[config.mk]
export PLATFORM = sky130hd
export DESIGN_NAME = ultrasonic_ranger
export DESIGN_NICKNAME = d
export VERILOG_FILES = /design/src/rtl/ultrasonic_ranger.sv
export SDC_FILE = /design/constraint.sdc
export NUM_CORES = 1
export LEC_CHECK = 0
export ABC_CLOCK_PERIOD_IN_PS = 3300
export CORE_ASPECT_RATIO = 0.8
export CORE_MARGIN = 1
export CORE_UTILIZATION = 55
export CTS_BUF_LIST = sky130_fd_sc_hd__clkbuf_8 sky130_fd_sc_hd__clkbuf_16
export DETAILED_ROUTE_END_ITERATION = 10
export PLACE_DENSITY_LB_ADDON = 0.12
export SLEW_MARGIN = 5
export SYNTH_ARGS = -nofsm -noshare
export SYNTH_HDL_FRONTEND = slang
export SYNTH_SLANG_ARGS = --single-unit
[constraint.sdc]
create_clock -name clk -period 3.3 [get_ports clk]
set_input_delay 0.66 -clock clk [delete_from_list [all_inputs] [get_ports clk]]
set_output_delay 0.66 -clock clk [all_outputs]
set_load 0.02 [all_outputs]
[src/rtl/ultrasonic_ranger.sv]
`timescale 1ns/1ps
// ---------------------------------------------------------------------------
// ultrasonic_ranger
// Single-sensor ultrasonic ranging controller (HC-SR04 class).
// Fires a periodic trigger pulse, synchronises and glitch-filters the echo,
// measures the echo high time in clock cycles and flags cycles that end
// without a usable echo. A near-object indicator follows each new width.
//
// Ports:
//   clk          system clock
//   rst          asynchronous active-low reset
//   enable       1 = run measurement cycles; 0 = stop after the current cycle
//   echo_pin     raw asynchronous echo from the sensor
//   near_thresh  near-object threshold in clocks
//   trigger_pin  registered trigger to the sensor
//   pulse_width  last valid echo width in clocks
//   width_valid  one-cycle strobe when pulse_width updates
//   timeout      one-cycle strobe when a cycle ends without a valid echo
//   LED_pin      registered near indicator (pulse_width < near_thresh)
//   busy         high whenever the controller is not idle
// ---------------------------------------------------------------------------
module ultrasonic_ranger #(
    parameter int TRIG_CYCLES    = 270,
    parameter int PERIOD_CYCLES  = 1620000,
    parameter int TIMEOUT_CYCLES = 810000,
    parameter int FILTER_CYCLES  = 16,
    parameter int WIDTH_W        = 24
) (
    input  logic               clk,
    input  logic               rst,
    input  logic               enable,
    input  logic               echo_pin,
    input  logic [WIDTH_W-1:0] near_thresh,
    output logic               trigger_pin,
    output logic [WIDTH_W-1:0] pulse_width,
    output logic               width_valid,
    output logic               timeout,
    output logic               LED_pin,
    output logic               busy
);

    localparam int PER_W = $clog2(PERIOD_CYCLES + 1);
    localparam int TRG_W = $clog2(TRIG_CYCLES + 1);
    localparam int FLT_W = $clog2(FILTER_CYCLES + 1);

    localparam logic [PER_W-1:0]   PER_LAST  = PER_W'(PERIOD_CYCLES - 1);
    localparam logic [TRG_W-1:0]   TRG_LAST  = TRG_W'(TRIG_CYCLES - 1);
    localparam logic [FLT_W-1:0]   FLT_LAST  = FLT_W'(FILTER_CYCLES - 1);
    localparam logic [WIDTH_W-1:0] WAIT_LAST = WIDTH_W'(TIMEOUT_CYCLES - 1);
    localparam logic [WIDTH_W-1:0] MEAS_MAX  = WIDTH_W'(TIMEOUT_CYCLES);

    typedef enum logic [2:0] {
        S_IDLE      = 3'd0,
        S_TRIGGER   = 3'd1,
        S_WAIT_RISE = 3'd2,
        S_MEASURE   = 3'd3,
        S_HOLDOFF   = 3'd4
    } state_t;

    // Echo conditioning
    logic             sync1_r;
    logic             sync2_r;
    logic             echo_f_r;
    logic             echo_d_r;
    logic [FLT_W-1:0] flt_cnt_r;
    logic             rise_s;
    logic             fall_s;

    // FSM and counters
    state_t             state_r;
    state_t             state_nxt_s;
    logic [TRG_W-1:0]   trig_cnt_r;
    logic [TRG_W-1:0]   trig_cnt_nxt_s;
    logic [WIDTH_W-1:0] cnt_r;          // wait counter in WAIT_RISE, width counter in MEASURE
    logic [WIDTH_W-1:0] cnt_nxt_s;
    logic [PER_W-1:0]   per_cnt_r;
    logic [PER_W-1:0]   per_nxt_s;
    logic [PER_W-1:0]   per_inc_s;
    logic [WIDTH_W-1:0] pw_nxt_s;
    logic               wv_nxt_s;
    logic               to_nxt_s;

    // Two-flop synchroniser followed by a consecutive-sample level filter
    always_ff @(posedge clk or negedge rst) begin
        if (!rst) begin
            sync1_r   <= 1'b0;
            sync2_r   <= 1'b0;
            echo_f_r  <= 1'b0;
            echo_d_r  <= 1'b0;
            flt_cnt_r <= FLT_W'(0);
        end else begin
            sync1_r  <= echo_pin;
            sync2_r  <= sync1_r;
            echo_d_r <= echo_f_r;
            if (sync2_r == echo_f_r) begin
                flt_cnt_r <= FLT_W'(0);
            end else if (flt_cnt_r == FLT_LAST) begin
                // FILTER_CYCLES consecutive disagreeing samples: accept the new level
                echo_f_r  <= sync2_r;
                flt_cnt_r <= FLT_W'(0);
            end else begin
                flt_cnt_r <= flt_cnt_r + FLT_W'(1);
            end
        end
    end

    assign rise_s = echo_f_r & ~echo_d_r;
    assign fall_s = ~echo_f_r & echo_d_r;

    // Period counter saturates at its last value so a short period never wraps
    assign per_inc_s = (per_cnt_r < PER_LAST) ? (per_cnt_r + PER_W'(1)) : per_cnt_r;

    // Next-state and next-output logic for the ranging FSM
    always_comb begin
        state_nxt_s    = state_r;
        trig_cnt_nxt_s = trig_cnt_r;
        cnt_nxt_s      = cnt_r;
        per_nxt_s      = per_inc_s;
        pw_nxt_s       = pulse_width;
        wv_nxt_s       = 1'b0;
        to_nxt_s       = 1'b0;

        case (state_r)
            S_IDLE: begin
                per_nxt_s      = PER_W'(0);
                trig_cnt_nxt_s = TRG_W'(0);
                cnt_nxt_s      = WIDTH_W'(0);
                if (enable) begin
                    state_nxt_s = S_TRIGGER;
                end else begin
                    state_nxt_s = S_IDLE;
                end
            end

            S_TRIGGER: begin
                if (trig_cnt_r == TRG_LAST) begin
                    state_nxt_s    = S_WAIT_RISE;
                    trig_cnt_nxt_s = TRG_W'(0);
                    cnt_nxt_s      = WIDTH_W'(0);
                end else begin
                    trig_cnt_nxt_s = trig_cnt_r + TRG_W'(1);
                end
            end

            S_WAIT_RISE: begin
                // Only a fresh rising edge starts a measurement; a level that
                // was already high on entry produces no rise_s.
                if (rise_s) begin
                    state_nxt_s = S_MEASURE;
                    cnt_nxt_s   = WIDTH_W'(1);
                end else if (cnt_r == WAIT_LAST) begin
                    state_nxt_s = S_HOLDOFF;
                    to_nxt_s    = 1'b1;
                    cnt_nxt_s   = WIDTH_W'(0);
                end else begin
                    cnt_nxt_s = cnt_r + WIDTH_W'(1);
                end
            end

            S_MEASURE: begin
                // A fall on the same cycle the limit is reached still counts as valid
                if (fall_s) begin
                    state_nxt_s = S_HOLDOFF;
                    pw_nxt_s    = cnt_r;
                    wv_nxt_s    = 1'b1;
                    cnt_nxt_s   = WIDTH_W'(0);
                end else if (cnt_r == MEAS_MAX) begin
                    state_nxt_s = S_HOLDOFF;
                    to_nxt_s    = 1'b1;
                    cnt_nxt_s   = WIDTH_W'(0);
                end else begin
                    cnt_nxt_s = cnt_r + WIDTH_W'(1);
                end
            end

            S_HOLDOFF: begin
                if (per_cnt_r >= PER_LAST) begin
                    if (enable) begin
                        state_nxt_s = S_TRIGGER;
                        per_nxt_s   = PER_W'(0);
                    end else begin
                        state_nxt_s = S_IDLE;
                    end
                end else begin
                    state_nxt_s = S_HOLDOFF;
                end
            end

            default: begin
                state_nxt_s = S_IDLE;
            end
        endcase
    end

    // State, counters and registered FSM outputs
    always_ff @(posedge clk or negedge rst) begin
        if (!rst) begin
            state_r     <= S_IDLE;
            trig_cnt_r  <= TRG_W'(0);
            cnt_r       <= WIDTH_W'(0);
            per_cnt_r   <= PER_W'(0);
            pulse_width <= WIDTH_W'(0);
            width_valid <= 1'b0;
            timeout     <= 1'b0;
            trigger_pin <= 1'b0;
            busy        <= 1'b0;
        end else begin
            state_r     <= state_nxt_s;
            trig_cnt_r  <= trig_cnt_nxt_s;
            cnt_r       <= cnt_nxt_s;
            per_cnt_r   <= per_nxt_s;
            pulse_width <= pw_nxt_s;
            width_valid <= wv_nxt_s;
            timeout     <= to_nxt_s;
            // Decoded from the next state so the pin lines up with the state register
            trigger_pin <= (state_nxt_s == S_TRIGGER);
            busy        <= (state_nxt_s != S_IDLE);
        end
    end

    // Near indicator follows each new width one cycle later; a timeout clears it
    always_ff @(posedge clk or negedge rst) begin
        if (!rst) begin
            LED_pin <= 1'b0;
        end else if (width_valid) begin
            LED_pin <= (pulse_width < near_thresh);
        end else if (timeout) begin
            LED_pin <= 1'b0;
        end else begin
            LED_pin <= LED_pin;
        end
    end

endmodule
Word-level counts from Yosys, hierarchy flattened
Cells that the tools add are included.
{"block": "classes", "eq_ne": 11, "div_mod_pow": 0, "n_addsub": 4, "n_bitwise": 5, "magnitude_cmp": 3, "mul": 0, "reduce_logical": 8, "mux": 31, "shift": 0}
{"operator": "2-to-1 mux 24 bit", "n": 5}
{"operator": "one-hot mux 24 bit (4 select lines)", "n": 1}
{"operator": "2-to-1 mux 21 bit", "n": 3}
{"operator": "== test 24 x 20 -> 1 bit (second input constant)", "n": 2}
{"operator": "one-hot mux 21 bit (2 select lines)", "n": 1}
{"operator": "adder 24 x 1 -> 24 bit (second input constant)", "n": 1}
{"operator": "< comparator 24 bit", "n": 1}
{"operator": "adder 21 x 1 -> 21 bit (second input constant)", "n": 1}
{"operator": "greater-or-equal comparator 21 bit (second input constant)", "n": 1}
{"operator": "< comparator 21 bit (second input constant)", "n": 1}
{"operator": "2-to-1 mux 3 bit", "n": 6}
{"operator": "one-hot mux 9 bit (2 select lines)", "n": 1}
{"operator": "one-hot mux 3 bit (5 select lines)", "n": 1}
{"operator": "2-to-1 mux 5 bit", "n": 2}
{"operator": "adder 9 x 1 -> 9 bit (second input constant)", "n": 1}
{"operator": "== test 9 bit (second input constant)", "n": 1}
{"operator": "2-to-1 mux 1 bit", "n": 9}
{"operator": "2-to-1 mux 9 bit", "n": 1}
{"operator": "== test 3 x 1 -> 1 bit (second input constant)", "n": 2}
{"operator": "== test 3 x 2 -> 1 bit (second input constant)", "n": 2}
{"operator": "AND reduction 2 bit", "n": 3}
{"operator": "adder 5 x 1 -> 5 bit (second input constant)", "n": 1}
{"operator": "== test 5 x 4 -> 1 bit (second input constant)", "n": 1}
{"operator": "nonzero test 2 bit", "n": 2}
{"operator": "other kinds (9)", "n": 12}
{"block": "word_totals", "rom_bits": 0, "latchBits": 0, "word_cells": 77, "in_bits": 28, "mem_bits_rw": 0, "mem_count": 0, "regBits": 95, "out_inout_bits": 29}

Longest topological paths before layout
{"block": "depth", "ltp_word": 5, "ltp_mapped": 9, "ltp_nobuf": 8}

Worst setup path before layout
No wires, ideal clock.
{"block": "synth_path", "path_type": "input to register", "start": "in near_thresh[17]", "end": "reg LED_pin", "t_arrival_ps": 2028, "required_time_ps": 3218, "path_slack_ps": 1190, "path_stages": 8, "setup_time_ps": 82, "cell_sequence": "inv_1 ha_1 a21o_1 a21o_1 a2111oi_0 o31ai_1 o211a_1 a31oi_1"}
{"block": "synth_via", "elab_chain_cells": 2}
{"element": "start, declared", "line_no": "33", "source": "input logic [WIDTH_W-1:0] near_thresh,"}
{"element": "< comparator 24 bit", "line_no": "226", "source": "LED_pin <= (pulse_width < near_thresh);"}
{"element": "2-to-1 mux 1 bit", "line_no": "225", "source": "end else if (width_valid) begin"}
{"element": "end signal, assigned", "line_no": "226"}
{"element": "end signal, assigned", "line_no": "230", "source": "LED_pin <= LED_pin;"}
{"element": "end, declared", "line_no": "38", "source": "output logic LED_pin,"}
Every way passes these cells.
A chain may end at the register's enable or synchronous reset.

Worst setup path after layout
{"block": "layout_path", "start": "reg trig_cnt_r[1]", "end": "reg cnt_r[14]"}
{"block": "layout_via", "elab_chain_cells": 3}
{"element": "start, declared", "line_no": "72", "source": "logic [TRG_W-1:0] trig_cnt_r;"}
{"element": "start signal, assigned", "line_no": "209", "source": "trig_cnt_r <= trig_cnt_nxt_s;"}
{"element": "== test 9 bit", "line_no": "136", "source": "if (trig_cnt_r == TRG_LAST) begin"}
{"element": "!= test 2 bit (no source line)"}
{"element": "AND reduction 2 bit (no source line)"}
{"element": "end signal, assigned", "line_no": "210", "source": "cnt_r <= cnt_nxt_s;"}
{"element": "end, declared", "line_no": "74", "source": "logic [WIDTH_W-1:0] cnt_r;"}
Every way passes these cells.

==> impl_metrics.tcl <==
set metrics [dict create \
    status "finished, final reports clean" \
    start_kind "flop" \
    dieArea_sq_um 9770 \
    path_class "reg2reg" \
    drive_gt1_frac 0.0978 \
    switching_power_w 0.000668 \
    critPathMaxFanout 16 \
    start_util 0.568 \
    drt_iter0_drc 193 \
    ir_drop_v 0.000397 \
    multi_input_comb_area_sq_um 2600 \
    syn-num-nets 581 \
    power_density_nw_per_um2 448 \
    cts_tree "done" \
    seq_area_frac_synth 0.461 \
    clkTransAtPathRegs_ns 0.07 \
    grt_use_total 0.237 \
    slew_headroom 0.483 \
    rows 31 \
    setup_viol 0 \
    skew_ns 0.0100 \
    core_area_sq_um 9080 \
    grt_pass1_wl_um 17700 \
    netlist_top_cells_count "dfrtp_1, nor2_1, nand2_1" \
    maxSlewViolCount 0 \
    fp.dieH_um 88.6 \
    ctsHoldBuffers 0 \
    final_nets 635 \
    worst_skew_pair.late_latency_ns 0.34 \
    dp_hpwl_um 7530 \
    synth_top_area_share 0.461 \
    syn_to_final_growth_pct 19.5 \
    setup_tns_ns 0 \
    rsz0062_at_grt "false" \
    fill_cells 741 \
    swShare 0.242 \
    ant_nets 0 \
    critPathRequiredTime_ns 3.51 \
    synth.largest_area_cell "dfrtp_1" \
    diodes 0 \
    wl_um 10700 \
    synth_cells 524 \
    p_seq_frac 0.471 \
    yosysWarnings 0 \
    drt-wirelength-per-cell_um 15.3 \
    leakage_nw 2.97 \
    hold_viol 0 \
    vias 4033 \
    synth_area_leaders "dfrtp_1, ha_1, mux2_2" \
    grt_max_degree 58 \
    antenna_found_initial 0 \
    worst_slew_pin_slew_ns 0.776 \
    cts_resized 0 \
    register_area_sq_um 2380 \
    synth_cell_types 54 \
    clock-sinks 95 \
    synth_edf_count 0 \
    grt-ovfl-total 0 \
    htreeDepth 3 \
    synth.avg_cell_area_sq_um 9.84 \
    cts_setup_buffers 0 \
    cts_root_buffer "clkbuf_16" \
    syn_area_sq_um 5160 \
    clkPwrFrac 0.422 \
    portBuffers 56 \
    placed_cell_area_sq_um 5820 \
    ys_seq_elements 95 \
    design_area_sq_um 6160 \
    fin_crit_ns 2.58 \
    routed_via_density 5.78 \
    power.internal_w 0.00209 \
    max_freq_mhz 388 \
    hp-class "in2async" \
    pin_count 57 \
    maxCapViolCount 0 \
    dr.pass1.iters 4 \
    cts_buffer_depth 2 \
    yosysMostFrequentCell "dfrtp_1" \
    cts_buffers 9 \
    grt_pass1_vias 3719 \
    post-route-period-util 0.781 \
    post-route-drc-count 0 \
    synthFlopType "dfrtp_1" \
    chipWidth_um 110 \
    worstPathArrival_ns 2.78 \
    pwr-share-comb 0.107 \
    critPathCaptureType "flop" \
    synthArstFlopShare 1.00 \
    routabilityCongestion 0.824 \
]
-- routing by layer --
layer,vias to the layer above,global-route usage,wire (um)
met5,-,0,0
met4,0,0.0634,156
met3,15,0.0560,575
met2,105,0.363,4910
met1,1943,0.339,5070
li1,1970,-,-
-- worst paths after layout --
path | startpoint | to | slack, ns | cells past startpoint
min in group clk | sync1_r | sync2_r | 0.35 | 0
worst min register to register | sync1_r | sync2_r | 0.35 | 0
worst max-delay path | trig_cnt_r[1] | cnt_r[14] | 0.72 | 8
max in group asynchronous | rst | pulse_width[20] | 2.33 | 2
worst min-delay path | rst | trig_cnt_r[7] | 0.29 | 1
worst max register to register | trig_cnt_r[1] | cnt_r[14] | 0.72 | 8
-- flip-flops by register name, summed over array words and instances (netlist names) --
name,count
LED_pin,1
trig_cnt_r,9
echo_f_r,1
trigger_pin,1
state_r,3
cnt_r,24
flt_cnt_r,5
width_valid,1
sync2_r,1
per_cnt_r,21
busy,1
sync1_r,1
echo_d_r,1
pulse_width,24
timeout,1
-- per-stage QoR --
step | hold slack (ns) | instances | power (W) | setup WS, ns | util
6_report | 0.287 | 698 | 0.00276 | 0.722 | 0.679
5_1_grt | 0.319 | 698 | 0.00289 | 0.437 | 0.679
4_1_cts | 0.304 | 698 | 0.00279 | 0.760 | 0.679
3_5_place_dp | 0.337 | 682 | 0.00162 | 0.611 | 0.642
3_3_place_gp | 0.335 | 682 | 0.00160 | 0.628 | 0.642
2_1_floorplan | 0.331 | 524 | 0.00149 | 1.19 | -
-- logic make-up (layout without fill, tap and decap cells) --
family / Yosys count / in the layout / synth area share
compound gates: 91 / 91 / 0.115
xor+xnor: 34 / 34 / 0.0577
fa+ha+maj: 29 / 29 / 0.0703
buf+inv: 45 / 104 / 0.0361
flops: 95 / 95 / 0.461
mux: 28 / 28 / 0.0604
simple gates: 202 / 202 / 0.200
-- power groups by stage --
stage                     Combinational [W]  Sequential, W  Clock [W]
after floorplan                    0.000184        0.00130          0
after global placement             0.000281        0.00132          0
after detailed placement           0.000297        0.00132          0
after CTS                          0.000300        0.00130    0.00119
after global routing               0.000339        0.00131    0.00124
final                              0.000295        0.00130    0.00117
-- area by class of cell --
type	count	area share
multi-input combinational	384	0.421
inverter	28	0.0171
tap	115	0.0233
clock inverter	7	0.0185
sequential	95	0.386
timing repair buffer	60	0.0974
clock buffer	9	0.0365
-- worst max-delay path: stages (launching register included) --
cell,delay [ns]
dfrtp_1,0.41
inv_1,0.09
ha_1,0.17
nor4b_2,0.28
nand4b_2,0.30
a21oi_2,0.71
nand4_1,0.22
mux2i_1,0.21
nor2_1,0.06
-- layout by cell type (no fill, tap or decap), drive strengths merged, types with 4 or more instances in the layout --
master         Yosys  routed
nand2             41      41
a21oi             16      16
buf                8       5
and3              14      14
a31oi             12      12
mux2              25      25
clkdlybuf4s50      0      55
xor2              31      31
o21ai             28      28
inv               28      30
dfrtp             95      95
nor3               9       9
nor2b              4       4
a211oi             5       5
clkbuf             9       9
ha                29      29
nand4             20      20
a21o               7       7
nand3             30      30
nor4               5       5
nand2b             5       5
nor2              58      58
Power figures use the tool's default switching activity.
